**src/rtl/instr_fetch_unit_if.sv**
```systemverilog
// Fetch-unit bus bundle: instruction-memory request/ack, decode output slot
// and the downstream redirect port.
interface instr_fetch_unit_if;
  logic        imem_req;
  logic [31:0] imem_addr;
  logic        imem_ack;
  logic [31:0] imem_rdata;
  logic [31:0] instruction;
  logic [31:0] instr_pc;
  logic        instr_valid;
  logic        instr_ready;
  logic        redirect_valid;
  logic [31:0] redirect_target;

  modport master (
    output imem_req, imem_addr, instruction, instr_pc, instr_valid,
    input  imem_ack, imem_rdata, instr_ready, redirect_valid, redirect_target
  );

  modport slave (
    input  imem_req, imem_addr, instruction, instr_pc, instr_valid,
    output imem_ack, imem_rdata, instr_ready, redirect_valid, redirect_target
  );
endinterface

```
**src/rtl/instr_fetch_unit.sv**
```systemverilog
// Instruction fetch unit: owns the PC, reads instruction memory one word at a
// time and holds one fetched instruction for decode; handles redirects/flushes.
module instr_fetch_unit #(
  parameter logic [31:0] RESET_PC = 32'h0000_0000
) (
  input logic                 clk,
  input logic                 rst_n,
  instr_fetch_unit_if.master  bus
);

  typedef enum logic [1:0] {
    FETCH = 2'd0,
    WAIT  = 2'd1,
    FLUSH = 2'd2
  } state_t;

  localparam logic [31:0] RESET_ADDR = RESET_PC & ~32'h3;

  state_t      state;
  logic [31:0] pc;
  logic [31:0] req_addr;
  logic        req;
  logic [31:0] instr_q;
  logic [31:0] instr_pc_q;
  logic        valid_q;
  logic [31:0] target;

  assign target          = bus.redirect_target & ~32'h3;
  assign bus.imem_req    = req;
  assign bus.imem_addr   = req_addr;
  assign bus.instruction = instr_q;
  assign bus.instr_pc    = instr_pc_q;
  assign bus.instr_valid = valid_q;

  always_ff @(posedge clk or negedge rst_n) begin
    if (!rst_n) begin
      state      <= FETCH;
      pc         <= RESET_ADDR;
      req_addr   <= RESET_ADDR;
      req        <= 1'b0;
      instr_q    <= '0;
      instr_pc_q <= '0;
      valid_q    <= 1'b0;
    end else begin
      case (state)
        FETCH: begin
          if (!req) begin
            // First cycle after reset: raise the request, honouring an early redirect
            req <= 1'b1;
            if (bus.redirect_valid) begin
              pc       <= target;
              req_addr <= target;
            end
          end else if (bus.imem_ack) begin
            if (bus.redirect_valid) begin
              pc       <= target;
              req_addr <= target;
            end else begin
              instr_q    <= bus.imem_rdata;
              instr_pc_q <= req_addr;
              valid_q    <= 1'b1;
              pc         <= req_addr + 32'd4;
              req        <= 1'b0;
              state      <= WAIT;
            end
          end else if (bus.redirect_valid) begin
            // Request must stay stable until acked; its data is dropped in FLUSH
            pc    <= target;
            state <= FLUSH;
          end
        end

        WAIT: begin
          if (bus.redirect_valid) begin
            valid_q  <= 1'b0;
            pc       <= target;
            req_addr <= target;
            req      <= 1'b1;
            state    <= FETCH;
          end else if (valid_q && bus.instr_ready) begin
            valid_q  <= 1'b0;
            req_addr <= pc;
            req      <= 1'b1;
            state    <= FETCH;
          end
        end

        FLUSH: begin
          if (bus.imem_ack) begin
            req_addr <= bus.redirect_valid ? target : pc;
            if (bus.redirect_valid) pc <= target;
            state <= FETCH;
          end else if (bus.redirect_valid) begin
            pc <= target;
          end
        end

        default: begin
          state   <= FETCH;
          req     <= 1'b0;
          valid_q <= 1'b0;
        end
      endcase
    end
  end

endmodule

```
**src/flat_wrapper.sv**
```systemverilog
// flat-port wrapper written by rule: the top's interface ports become plain ports
module instr_fetch_unit_flat 
#(
  parameter logic [31:0] RESET_PC = 32'h0000_0000
)
  (clk, rst_n, bus_imem_req, bus_imem_addr, bus_instruction, bus_instr_pc, bus_instr_valid, bus_imem_ack, bus_imem_rdata, bus_instr_ready, bus_redirect_valid, bus_redirect_target);
  instr_fetch_unit_if bus_i ();
  input logic clk;
  input logic rst_n;
  output wire logic [$bits(bus_i.imem_req)-1:0] bus_imem_req;
  output wire logic [$bits(bus_i.imem_addr)-1:0] bus_imem_addr;
  output wire logic [$bits(bus_i.instruction)-1:0] bus_instruction;
  output wire logic [$bits(bus_i.instr_pc)-1:0] bus_instr_pc;
  output wire logic [$bits(bus_i.instr_valid)-1:0] bus_instr_valid;
  input wire logic [$bits(bus_i.imem_ack)-1:0] bus_imem_ack;
  input wire logic [$bits(bus_i.imem_rdata)-1:0] bus_imem_rdata;
  input wire logic [$bits(bus_i.instr_ready)-1:0] bus_instr_ready;
  input wire logic [$bits(bus_i.redirect_valid)-1:0] bus_redirect_valid;
  input wire logic [$bits(bus_i.redirect_target)-1:0] bus_redirect_target;
  assign bus_imem_req = bus_i.imem_req;
  assign bus_imem_addr = bus_i.imem_addr;
  assign bus_instruction = bus_i.instruction;
  assign bus_instr_pc = bus_i.instr_pc;
  assign bus_instr_valid = bus_i.instr_valid;
  assign bus_i.imem_ack = bus_imem_ack;
  assign bus_i.imem_rdata = bus_imem_rdata;
  assign bus_i.instr_ready = bus_instr_ready;
  assign bus_i.redirect_valid = bus_redirect_valid;
  assign bus_i.redirect_target = bus_redirect_target;
  instr_fetch_unit #(.RESET_PC(RESET_PC)) u_core (.clk(clk), .rst_n(rst_n), .bus(bus_i));
endmodule
```
**config.mk**
```make
export PLATFORM = sky130hd
export DESIGN_NAME = instr_fetch_unit_flat
export DESIGN_NICKNAME = d
export VERILOG_FILES = /design/src/rtl/instr_fetch_unit_if.sv /design/src/rtl/instr_fetch_unit.sv /design/src/flat_wrapper.sv
export SDC_FILE = /design/constraint.sdc
export NUM_CORES = 1
export LEC_CHECK = 0
export ABC_AREA = 1
export BUFFER_PORTS_ARGS = -buffer_cell sky130_fd_sc_hd__buf_2
export CAP_MARGIN = 20
export CORE_MARGIN = 2
export CORE_UTILIZATION = 45
export CTS_CLUSTER_DIAMETER = 60
export CTS_CLUSTER_SIZE = 12
export DETAILED_ROUTE_END_ITERATION = 7
export HOLD_SLACK_MARGIN = 0.08
export PLACE_DENSITY_LB_ADDON = 0.12
export SLEW_MARGIN = 25
export SYNTH_ARGS = -nofsm -noshare
export SYNTH_HDL_FRONTEND = slang
export SYNTH_SLANG_ARGS = --single-unit
```
**constraint.sdc**
```tcl
create_clock -name clk -period 2.9 [get_ports clk]
set_input_delay 0.29 -clock clk [delete_from_list [all_inputs] [get_ports clk]]
set_output_delay 0.29 -clock clk [all_outputs]
set_load 0.1 [all_outputs]
```
==> impl.org, run 1 <==
** Timing
- Setup repair after global routing left no endpoint under its margin.
- Setup violation total in the final timing report :: 0
- For the final routed database, the setup TNS stands at 0 ns.
- Static timing analysis puts the maximum clock frequency at 450 MHz.
- Slew at the pin with the worst max-slew slack :: 0.667 ns
- Hold Violations, Final :: 0
- Slew Viols, Final :: 0
- Clock Skews :: 0.00720 ns
- Dividing the final minimum period by the clock period gives 76.6%.
- In this run the tightest slew margin relative to its limit is 55.5%.
- Fin crit period :: 2.22 ns
- Setup slack closes at 0.678 ns.

** GRT
- First-pass GRT wire length :: 30,400 um
- GRT met3 Usage :: 4.82%
- Entering global routing, the biggest net connects 64 pins.
- Antenna violations before repair :: 0
- The global routing stage identified its most utilized layer as met1.
- Remaining Overflow, GRT :: 0
- Vias in the first global route :: 5,634
- In the global route stage, met1 resource usage came out at 35.5%.
- Global routing used 23.7% of the available tracks across all layers.
- Global Route met2 Usage :: 34.2%

** Status
- Run status :: finished clean

** Die
- Initial Utilization :: 46.2%
- Die span in x :: 129 um
- Height of the die :: 129 um
- In this run the core area contains 45 standard-cell rows.
- Ports :: 167
- The die covers 16,600 um2.
- After floorplanning, the core was sized to cover 15,200 um2.

** Final layout
- Fin nets :: 1,104
- Layout cell share with drive strength beyond 1 :: 25.5%
- Antenna diodes :: 0
- The finished cells cover 8570 um2.
- Area Growth Syn to Fin :: 22.1%

** Worst setup path
- Cell chain of the critical path :: inv_1 > ha_1 > inv_1 > nor2_1 > inv_1 > o221ai_1 > nor2_4 > buf_4 > o211ai_1 > o21ai_0
- Arrival time at the worst endpoint :: 2.56 ns
- Reg-to-Reg End :: u_core.bus.imem_addr[11]
- The worst register-to-register path begins at u_core.state[1].
- STA classifies the critical path startpoint as a flop.
- Largest stage delay on the critical path :: 0.44 ns
- Reg2reg setup slack :: 0.68 ns
- In this run the number of cells on the critical path is 10.
- Endpoint kind of the worst setup timing path :: flop
- The number of cells on the worst reg-to-reg path is 10.
- Crit-path max FO :: 20
- By instance count, the cell type seen most on the critical path is sky130_fd_sc_hd__inv_1.
- The worst setup path is of the flop to flop kind.
- Kind of cell adding the most delay to the critical path :: buffers and inverters
- Together, buffers and inverters on the worst path number 4.
- Data required time at the worst endpoint :: 3.23 ns
- Crit path max-delay cell type :: sky130_fd_sc_hd__nor2_4

** Detailed routing
- Remaining DRCs :: 0
- Vias :: 6,495
- Once detail routing completed, the nets flagged for antenna violations numbered 0.
- Dividing the detail-routed wire length by the instance count gives 15.9 um.
- Post-Route WL :: 19,600 um
- The first detailed-routing pass took 5 iterations.
- Using the TritonRoute via totals, the vias-per-cell ratio works out to 5.28.
- DR iter-0 viols :: 551

** Run
- Number of max-cap violations :: 0

** Clocking
- No sink is reached through more buffers than the 2 on the longest clock path.
- Number of H-tree levels :: 4
- At the later pin of the worst-skew pair, clock insertion delay measures 0.42 ns.
- Cts repair resizes :: 0
- Clock-pin slew was measured on the worst setup and hold paths at 0.06 ns.
- In this run the post-CTS setup repair buffer count came out at 0.
- Number of clock buffers inserted by TritonCTS :: 17
- TritonCTS built the clock tree.
- The clock net in this run drives a total of 132 sinks.
- Number of buffers added to fix hold violations after cts :: 1
- Root cell of the clock tree :: sky130_fd_sc_hd__clkbuf_16

** Logic synthesis
- Synthesized area per cell :: 8.00 um2
- Synthesized netlist cell count :: 878
- Sequential cells were found to cover 47.1% of the synthesized design area.
- During synthesis, Yosys emitted a total of 0 warnings.
- Number of synthesized register bits :: 132
- Synthesis instantiated 36 different standard cells from the library.
- The synthesized netlist occupies a cell area of 7020 um2.
- The number of nets handed over by synthesis was 952.

** Worst hold path
- Type of the tightest min-delay check :: input pin to flop
- The path with the worst hold slack has its endpoint at u_core.bus.instruction[30].
- Worst hold path startpoint :: bus_imem_rdata[30]
- Along the worst hold path, the cell count comes to 2.

** Place
- Summing all placed instances gives a cell area of 7990 um2.
- Final Wtd Congestion :: 0.940
- The HPWL after detailed placement is 14,100 um.
- Count of input and output buffers :: 164
- Post-place setup slack :: 0.684 ns
==> routing by layer <==
metal | vias up | wire (um)
met1 | 2986 | 9480
met4 | 0 | 337
met2 | 265 | 8250
met3 | 26 | 1500
li1 | 3218 | -
met5 | - | 0
==> kinds of logic after synthesis <==
group           after synthesis  share of synthesized area (%)
fa+ha+maj                     5                          0.891
simple gates                398                           24.0
xor+xnor                      5                          0.624
buf+inv                     119                           7.04
flops                       132                           47.1
compound gates              187                           15.2
mux                          32                           5.13
==> cell usage after synthesis, drive strengths merged <==
master	instances	area, um2
o211ai	30	225
a22o	1	8.76
nor2	58	285
nand3	53	275
o22ai	1	6.26
inv	73	274
xor2	5	43.8
o221ai	1	8.76
clkinv	1	3.75
clkbuf	17	63.8
mux2	32	360
a21boi	1	7.51
a22oi	2	15.0
nand4	3	18.8
a21oi	31	155
a31oi	20	125
nor3	11	66.3
dfrtp	132	3300
nand2	273	1040
o21ai	97	493
o31ai	1	7.51
ha	5	62.6
a21o	1	7.51
buf	28	153
a2bb2oi	1	8.76
==> cell type report <==
type,count,area [um2]
inverters,74,278
clock buffers,20,467
repair buffers,178,960
multi-input cells,627,3230
well taps,188,235
fillers,1454,6630
flip-flops and latches,132,3300
clock inverters,11,104
==> worst max path at each step <==
| stage | start | to | slack [ns] |
|---|---|---|---|
| floorplan | u_core.bus.imem_addr[3] | u_core.pc[22] | 0.65 |
| detailed placement | u_core.state[0] | u_core.bus.imem_addr[11] | 0.68 |
| global route | u_core.state[0] | u_core.bus.imem_addr[11] | 0.51 |
| global placement | u_core.state[0] | u_core.bus.imem_addr[11] | 0.71 |
| CTS | u_core.state[1] | u_core.bus.imem_addr[11] | 0.67 |
| finish | u_core.state[1] | u_core.bus.imem_addr[11] | 0.68 |
==> per-stage QoR <==
step / util, % / hold WS (ns) / instances
2_1_floorplan: - / -0.00559 / 878
3_3_place_gp: 52.6 / 0.292 / 1198
3_5_place_dp: 52.6 / 0.295 / 1198
4_1_cts: 56.4 / 0.0902 / 1230
5_1_grt: 56.4 / 0.0927 / 1230
6_report: 56.4 / 0.105 / 1230
==> state kept, by name (all words and copies together) (netlist names) <==
register / count
u_core.bus.instr_pc: 32
u_core.state: 2
u_core.pc: 32
u_core.bus.instruction: 32
u_core.bus.imem_addr: 32
u_core.bus.imem_req: 1
u_core.bus.instr_valid: 1
==> layout by cell type (no fill, tap or decap), drive strengths merged <==
| cell | instances |
|---|---|
| nand2 | 273 |
| buf | 177 |
| dfrtp | 132 |
| o21ai | 97 |
| inv | 74 |
| nor2 | 58 |
| nand3 | 53 |
| mux2 | 32 |
| a21oi | 31 |
| o211ai | 30 |
| a31oi | 20 |
| clkbuf | 20 |
| nor3 | 11 |
| clkinv | 8 |
| xor2 | 5 |
| ha | 5 |
| nand4 | 3 |
| a22oi | 2 |
| clkinvlp | 2 |
| o221ai | 1 |
| a21boi | 1 |
| a21o | 1 |
| a2bb2oi | 1 |
| o22ai | 1 |
| a22o | 1 |
| o31ai | 1 |
| bufinv | 1 |
| dlygate4sd3 | 1 |
Power of run 1 is left out: the tool's default activity adds up to more than one toggle a clock period on the data nets, which glitch-free logic cannot reach.
==> run 2, diff against run 1 <==
- ABC_AREA: 1 -> 0
- clock period: 2.9 -> 1.83 ns (I/O delays scaled with it)
==> run 2 against run 1 <==
  * The run now ends with negative setup slack left
  * Register-to-register slack worse by 0.68 ns
  * Non-clock buffer count increased by 110
  * Area after synthesis fell by 15%
  * Hold slack better by 0.081 ns
  * Synthesized cell count is 36% lower
  * Setup slack worse by 0.68 ns
  * Via count fell by 17%
  * Sequential cell count did not move
  * Sequential share of layout area down 1.1 points
  * Maximum frequency is 21% higher
  * Count of clock-buffer cells in the layout grew 2
==> impl.org, run 2 <==
** Logic synthesis
- The share of the synthesized area in the top cell type is 55.1% (+8.1 points).
- Number of synthesized register bits :: 132 (unchanged)
- Number of synthesized flops with an enable pin :: 0 (unchanged)
- Post-Syn Area :: 5990 um2 (-15%)
- Commonest cells post-synth :: 132 x sky130_fd_sc_hd__dfrtp_1, 81 x sky130_fd_sc_hd__nand2_1, 62 x sky130_fd_sc_hd__mux2_2
- The sequential share of the synthesized area came to 55.1% (+8.1 points).
- Count of warnings emitted by yosys :: 0 (unchanged)
- The average cell area after synthesis came to 10.7 um2 (+34%).
- The simple-gate area share of the yosys netlist was 12.6% (-11 points).
- Most frequently used cell type in the post-synthesis netlist :: sky130_fd_sc_hd__dfrtp_1
- Area fraction in compound gates after synthesis :: 12.7% (-2.5 points)
- The multiplexer area fraction after synthesis was 11.7% (+6.5 points).
- Post-Syn Nets :: 635 (-33%)
- For this run, the leading register cell type out of synthesis is sky130_fd_sc_hd__dfrtp_1.
- Area leader, netlist :: sky130_fd_sc_hd__dfrtp_1
- Ys async rst share :: 100% (unchanged)
- The synthesized-area fraction occupied by adder cells came to 1.04% (+0.15 points).
- Largest family of logic cells by synthesized area :: compound AO/OA/AOI/OAI gates
- Number of distinct library cells after synthesis :: 37 (+2.8%)
- The xor-xnor portion of the synthesized cell area is 3.95% (+3.3 points).
- Synthesized netlist cell count :: 561 (-36%)
- Sorting the synthesized cells by area gives the leading types as sky130_fd_sc_hd__dfrtp_1 55%, sky130_fd_sc_hd__mux2_2 12%, sky130_fd_sc_hd__nand2_1 5.1%.

** GRT
- The global-route wire length before repair was 27,200 um (-10%).
- The remaining global-route overflow is 0 (unchanged).
- GRT Util Overall :: 24.4% (+0.70 points)
- Pin count of the biggest net entering global routing :: 49 (-23%)
- Antenna violations before repair :: 0 (unchanged)
- Vias in the first global route :: 5,433 (-3.6%)

** Worst setup path
- The worst setup path is captured at a flop.
- The maximum fanout count along the critical path was 8 (-60%).
- Arrival time at the worst endpoint :: 2.16 ns (-0.40 ns)
- Source of the worst register-to-register timing path :: u_core.state[0]
- In this run the critical register-to-register path is captured at u_core.bus.imem_addr[23].
- Launching instance or port of the critical path :: u_core.state[0]
- Kind of launch point of the worst setup path :: flop
- The number of cells on the worst reg-to-reg path was 7 (-3).
- The setup slack of the worst register-to-register path is -0.0008 ns (-0.68 ns).
- The setup path with the least slack is of type flop to flop.
- Data required time at the worst endpoint :: 2.16 ns (-1.07 ns)
- In this run the worst setup path terminates at u_core.bus.imem_addr[23].

** Timing
- Worst setup slack after layout :: -0.000836 ns (-0.679 ns)
- The slew at the pin with the worst max-slew slack was 0.497 ns (-0.170 ns).
- Setup repair after global routing could not meet its margin everywhere.
- Fin crit period :: 1.83 ns (-0.391 ns)
- The minimum hold slack is 0.186 ns (+0.0810 ns).
- The total count of max-transition violations in the final report is 0 (unchanged).
- Normalized max-slew margin :: 67.1% (+12 points)
- The number of setup violations in the final report was 1 (+1).
- The number of failing hold endpoints at the final stage came to 0 (unchanged).
- Final period utilization :: 100% (+23 points)
- Maximum clock rate :: 546 MHz (+21%)
- Clock Skews :: 0.00685 ns (-0.000344 ns)

** Clocking
- The number of sinks handled by clock tree synthesis was 132 (unchanged).
- CTS Buffer Depth :: 2 (unchanged)
- Number of clock buffers inserted by TritonCTS :: 17 (unchanged)
- The clock-pin slew on the worst setup and hold paths was 0.05 ns (about the same).
- Number of H-tree levels :: 4 (unchanged)
- The clock latency at the later pin of the worst-skew pair came to 0.42 ns (about the same).
- TritonCTS clock tree :: yes
- Root cell of the clock tree :: sky130_fd_sc_hd__clkbuf_16

** Detailed routing
- Post-Route WL :: 17,100 um (-12%)
- The count of antenna-violating nets left after detailed routing was 0 (unchanged).
- The first-iteration detailed-routing DRC count was 325 (-41%).
- The number of vias per cell after detailed routing came to 5.27 (-0.19%).
- Drt first pass iters :: 5 (unchanged)
- The via count of the routed design is 5,397 (-17%).
- Remaining DRCs :: 0 (unchanged)
- Final routed wire length divided by cell count :: 16.7 um (+5.1%)

** Die
- The die span in x was 119 um (-7.4%).
- The area enclosed by the die boundary came to 14,300 um2 (-14%).
- The height of the die was 119 um (-7.4%).
- Initial Utilization :: 45.6% (-0.57 points)
- # rows :: 42 (-6.7%)
- Ports :: 167 (unchanged)
- The placeable core region came to 13,100 um2 (-14%).

** Place
- The half-perimeter wire length after placement was 10,800 um (-24%).
- Count of input and output buffers :: 164 (unchanged)
- Final Wtd Congestion :: 0.837 (-11%)

** Final layout
- Antenna diodes :: 0 (unchanged)
- Fin nets :: 909 (-18%)
- Leaving out fill and tap cells, the most frequent cell in the layout is sky130_fd_sc_hd__buf_2.
- The top cell types in the final layout, fill and taps aside, are 164 x sky130_fd_sc_hd__buf_2, 107 x sky130_fd_sc_hd__dfrtp_1, 78 x sky130_fd_sc_hd__nand2_1.
- From synthesis to final layout, the design area changed by 50.2%.
- Layout cell share with drive strength beyond 1 :: 45.8% (+20 points)

** Worst hold path
- The path class of the tightest hold or removal check is input pin to flop.

** Status
- Run status :: complete, but fails checks
- The final reports fail on negative setup slack.

** Run
- Number of max-cap violations :: 0 (unchanged)
[run 2: worst min path at each step]
stage,startpoint,endpoint,slack [ns],depth (start not counted)
global placement,rst_n,u_core.bus.instruction[24],0.15,1
CTS,bus_redirect_valid,u_core.pc[0],0.20,3
floorplan,rst_n,u_core.bus.imem_addr[0],-0.11,0
detailed placement,rst_n,u_core.bus.instruction[28],0.16,1
global route,bus_redirect_valid,u_core.pc[2],0.21,3
finish,bus_redirect_valid,u_core.pc[2],0.19,3
[run 2: metrics by stage]
stage               util (%)  worst slack (ns)  setup TNS, ns  instances  area [um2]
floorplan                  -            -0.216          -5.63        561        6120
global placement        57.0           0.00181              0        919        7490
detailed placement      57.0           -0.0519         -0.946        919        7490
CTS                     66.7           0.00515              0       1018        8770
global route            68.5           -0.0814          -1.76       1024        9000
finish                  68.5         -0.000836      -0.000836       1024        9000
[run 2: worst max-delay path, stage by stage, from the launching register on]
cell and delay, ns:
sky130_fd_sc_hd__dfrtp_2 0.44, sky130_fd_sc_hd__ha_4 0.18, sky130_fd_sc_hd__a32o_2 0.29, sky130_fd_sc_hd__a2111oi_4 0.20, sky130_fd_sc_hd__buf_6 0.24, sky130_fd_sc_hd__clkbuf_16 0.21, sky130_fd_sc_hd__nor2_2 0.04, sky130_fd_sc_hd__a31oi_1 0.13
[run 2: layout make-up]
class	count	area [um2]
fillers	993	4140
flip-flops and latches	132	3370
multi-input cells	386	2720
repair buffers	288	2100
clock buffers	22	474
well taps	176	220
clock inverters	10	82.6
inverters	10	40.0
[run 2: kinds of logic after synthesis]
group | after synthesis
and+or+nand+nor | 168
DFF | 132
buffers and inverters | 43
AOI/OAI and AO/OA | 124
muxes | 62
xor gates and xnor gates | 27
adders and majority gates | 5
[run 2: what timing repair did]
item,in CTS,in global routing
hold endpoints to repair,123,0
gates cloned,3,3
pin swaps,1,9
hold buffers,63,0
endpoints found under the setup margin,49,60
setup buffers,1,3
gates resized for setup,7,45
[run 2: per-layer routing]
metal  share of wire [%]  global-route usage (%)
met1                  43                    31.7
met2                  50                    41.1
met3                 6.2                    4.69
met4                 1.4                    8.46
met5                   0                       0
Power of run 2 is left out for the same reason.
==> run 3, diff against run 2 <==
- PLACE_DENSITY: not set -> 0.73
- PLACE_DENSITY_LB_ADDON: 0.12 -> not set
==> run 3 against run 2 <==
  * The flow still finishes with violations (negative setup slack)
  * Maximum frequency fell by 2.4%
  * Count of clock-buffer cells in the layout rose by 2
  * First-iteration DRC count rose by 37%
  * Via count rose by 3.9%
  * Sequential share of layout area fell by 0.41 points
  * Die area did not move
  * Wire length rose by 6.7%
  * Setup slack got worse by 0.045 ns
  * Clock skew rose by 0.0011 ns
  * Design area rose by 1.1%
  * Critical path depth rose by 1
  * Critical path type unchanged
==> impl.org, run 3 (synthesis results as in run 2) <==
** Die
- # rows :: 42 (unchanged)
- The die span in x was 119 um (unchanged).
- Ports :: 167 (unchanged)
- The area enclosed by the die boundary was 14,300 um2 (unchanged).
- Initial Utilization :: 45.6% (unchanged)
- Area of the core region :: 13,100 um2 (unchanged)
- Height of the die :: 119 um (unchanged)

** Worst setup path
- The worst setup path is launched from a flop.
- Endpoint kind of the worst setup timing path :: flop
- The setup path with the least slack is of type flop to flop.
- Data required time at the worst endpoint :: 2.15 ns (about the same)
- The data arrival at the endpoint of the critical path is 2.20 ns (+0.04 ns).
- Crit-path max FO :: 8 (unchanged)

** Detailed routing
- The routed wirelength normalized by instance count is 17.8 um (+6.3%).
- Post-Route WL :: 18,300 um (+6.7%)
- The final routed DRC violation total came to 0 (unchanged).
- The via count of the routed design is 5,607 (+3.9%).
- The count of TritonRoute iterations in the first routing pass is 5 (unchanged).
- Detailed-route vias per instance :: 5.45 (+3.5%)
- The count of antenna-violating nets left after detailed routing is 0 (unchanged).
- The first-iteration detailed-routing DRC count came to 446 (+37%).

** Final layout
- Final core utilization :: 69.3% (+0.76 points)
- Layout cell share with drive strength beyond 1 :: 45.1% (-0.68 points)
- Most used cells in the layout excluding fill and tap cells :: 163 x sky130_fd_sc_hd__buf_2, 107 x sky130_fd_sc_hd__dfrtp_1, 78 x sky130_fd_sc_hd__nand2_1
- The antenna diode count came to 0 (unchanged).
- Relative to the synthesized area, the layout overhead comes to 51.9%.
- Fin nets :: 913 (+0.44%)
- Most frequent standard cell in the layout excluding fill and tap cells :: sky130_fd_sc_hd__buf_2
- The layout filler cell count came to 996 (+0.30%).

** GRT
- The global-route usage over all layers was 25.3% (+0.87 points).
- The number of global-route vias before repair is 5,864 (+7.9%).
- The remaining global-route overflow came to 0 (unchanged).
- First-pass GRT wire length :: 28,500 um (+4.5%)
- Antenna violations before repair :: 0 (unchanged)
- The pin count of the biggest net entering global routing came to 50 (+2.0%).

** Place
- Final Wtd Congestion :: 0.824 (-1.6%)
- Count of input and output buffers :: 164 (unchanged)
- HPWL after detailed placement :: 11,200 um (+4.3%)

** Timing
- Slew at the pin with the worst max-slew slack :: 0.504 ns (+0.00695 ns)
- The slack of the critical path is -0.0462 ns (-0.0453 ns).
- Clock Skews :: 0.00790 ns (+0.00105 ns)
- Normalized max-slew margin :: 66.6% (-0.46 points)
- The maximum clock frequency came to 533 MHz (-2.4%).
- The total count of max-transition violations in the final report came to 0 (unchanged).
- RSZ-0062 raised after global routing :: true
- Total negative slack :: -0.195 ns (-0.195 ns)
- The number of failing hold endpoints at the final stage is 0 (unchanged).
- Final period utilization :: 103% (+2.5 points)
- The number of setup violations in the final report came to 10 (+9).
- Fin crit period :: 1.88 ns (+0.0453 ns)

** Clocking
- The cell sitting at the root of the clock tree is a sky130_fd_sc_hd__clkbuf_16.
- CTS Buffer Depth :: 2 (unchanged)
- Clock-pin slew of the registers on the worst-case setup and hold paths :: 0.06 ns (about the same)
- The clock latency at the later pin of the worst-skew pair came to 0.42 ns (about the same).
- # clock sinks :: 132 (unchanged)
- TritonCTS clock tree :: yes
- Number of H-tree levels :: 4 (unchanged)
- The total clock buffers created by CTS came to 17 (unchanged).

** Status
- Violations in the final reports :: negative setup slack
- The flow ran to the end, but the final reports show violations.

** Run
- The number of maximum-capacitance constraint violations is 0 (unchanged).

** Worst hold path
- The tightest min-delay check is of the input pin to flop type.
[run 3: cell type report]
class	count	area, um2	area share [%]
flip-flops and latches	132	3370	37.0
multi-input cells	386	2670	29.3
repair buffers	292	2140	23.5
clock buffers	24	522	5.73
well taps	176	220	2.42
clock inverters	8	143	1.57
inverters	10	40.0	0.440
[run 3: what timing repair did]
action	CTS	global route
resized for setup	7	30
hold endpoints to repair	125	0
pin swaps	1	5
hold buffers	63	0
cloned	2	5
endpoints found under the setup margin	47	63
setup buffers	2	4
[run 3: layer usage]
layer | wire [um] | up-vias | global-route usage (%)
li1 | - | 2557 | -
met1 | 7320 | 2740 | 30.7
met2 | 9210 | 278 | 44.3
met3 | 1410 | 32 | 5.12
met4 | 332 | 0 | 9.85
met5 | 0 | - | 0
[run 3: metrics by stage]
stage	instance area [um2]	std cells	hold WS [ns]	setup slack, ns
after floorplan	6120	561	-0.113	-0.216
final	9100	1028	0.208	-0.0462
after global routing	9100	1028	0.229	-0.111
after detailed placement	7470	920	0.160	-0.0727
after global placement	7470	920	0.153	0.00845
after CTS	8840	1019	0.196	-0.0218
[run 3: worst max-delay path, stage by stage (launching register included)]
cell and delay, ns:
sky130_fd_sc_hd__dfrtp_2 0.42, sky130_fd_sc_hd__inv_4 0.06, sky130_fd_sc_hd__ha_4 0.15, sky130_fd_sc_hd__a32o_2 0.29, sky130_fd_sc_hd__a2111oi_4 0.21, sky130_fd_sc_hd__buf_6 0.22
sky130_fd_sc_hd__clkbuf_16 0.20, sky130_fd_sc_hd__nor2_1 0.06, sky130_fd_sc_hd__a31oi_1 0.17
[run 3: path summary, 6_finish.rpt]
path / from / to / slack, ns / depth (start not counted)
min reg2reg: u_core.bus.instr_pc[1] / u_core.bus.instr_pc[1] / 0.48 / 2
max reg2reg: u_core.state[1] / u_core.bus.imem_addr[10] / -0.05 / 8
max in group asynchronous: rst_n / u_core.bus.instruction[6] / 0.83 / 4
min in group asynchronous: rst_n / u_core.bus.instruction[15] / 0.29 / 2
max: u_core.state[1] / u_core.bus.imem_addr[10] / -0.05 / 8
min: bus_redirect_valid / u_core.pc[2] / 0.21 / 3
Power of run 3 is left out for the same reason.
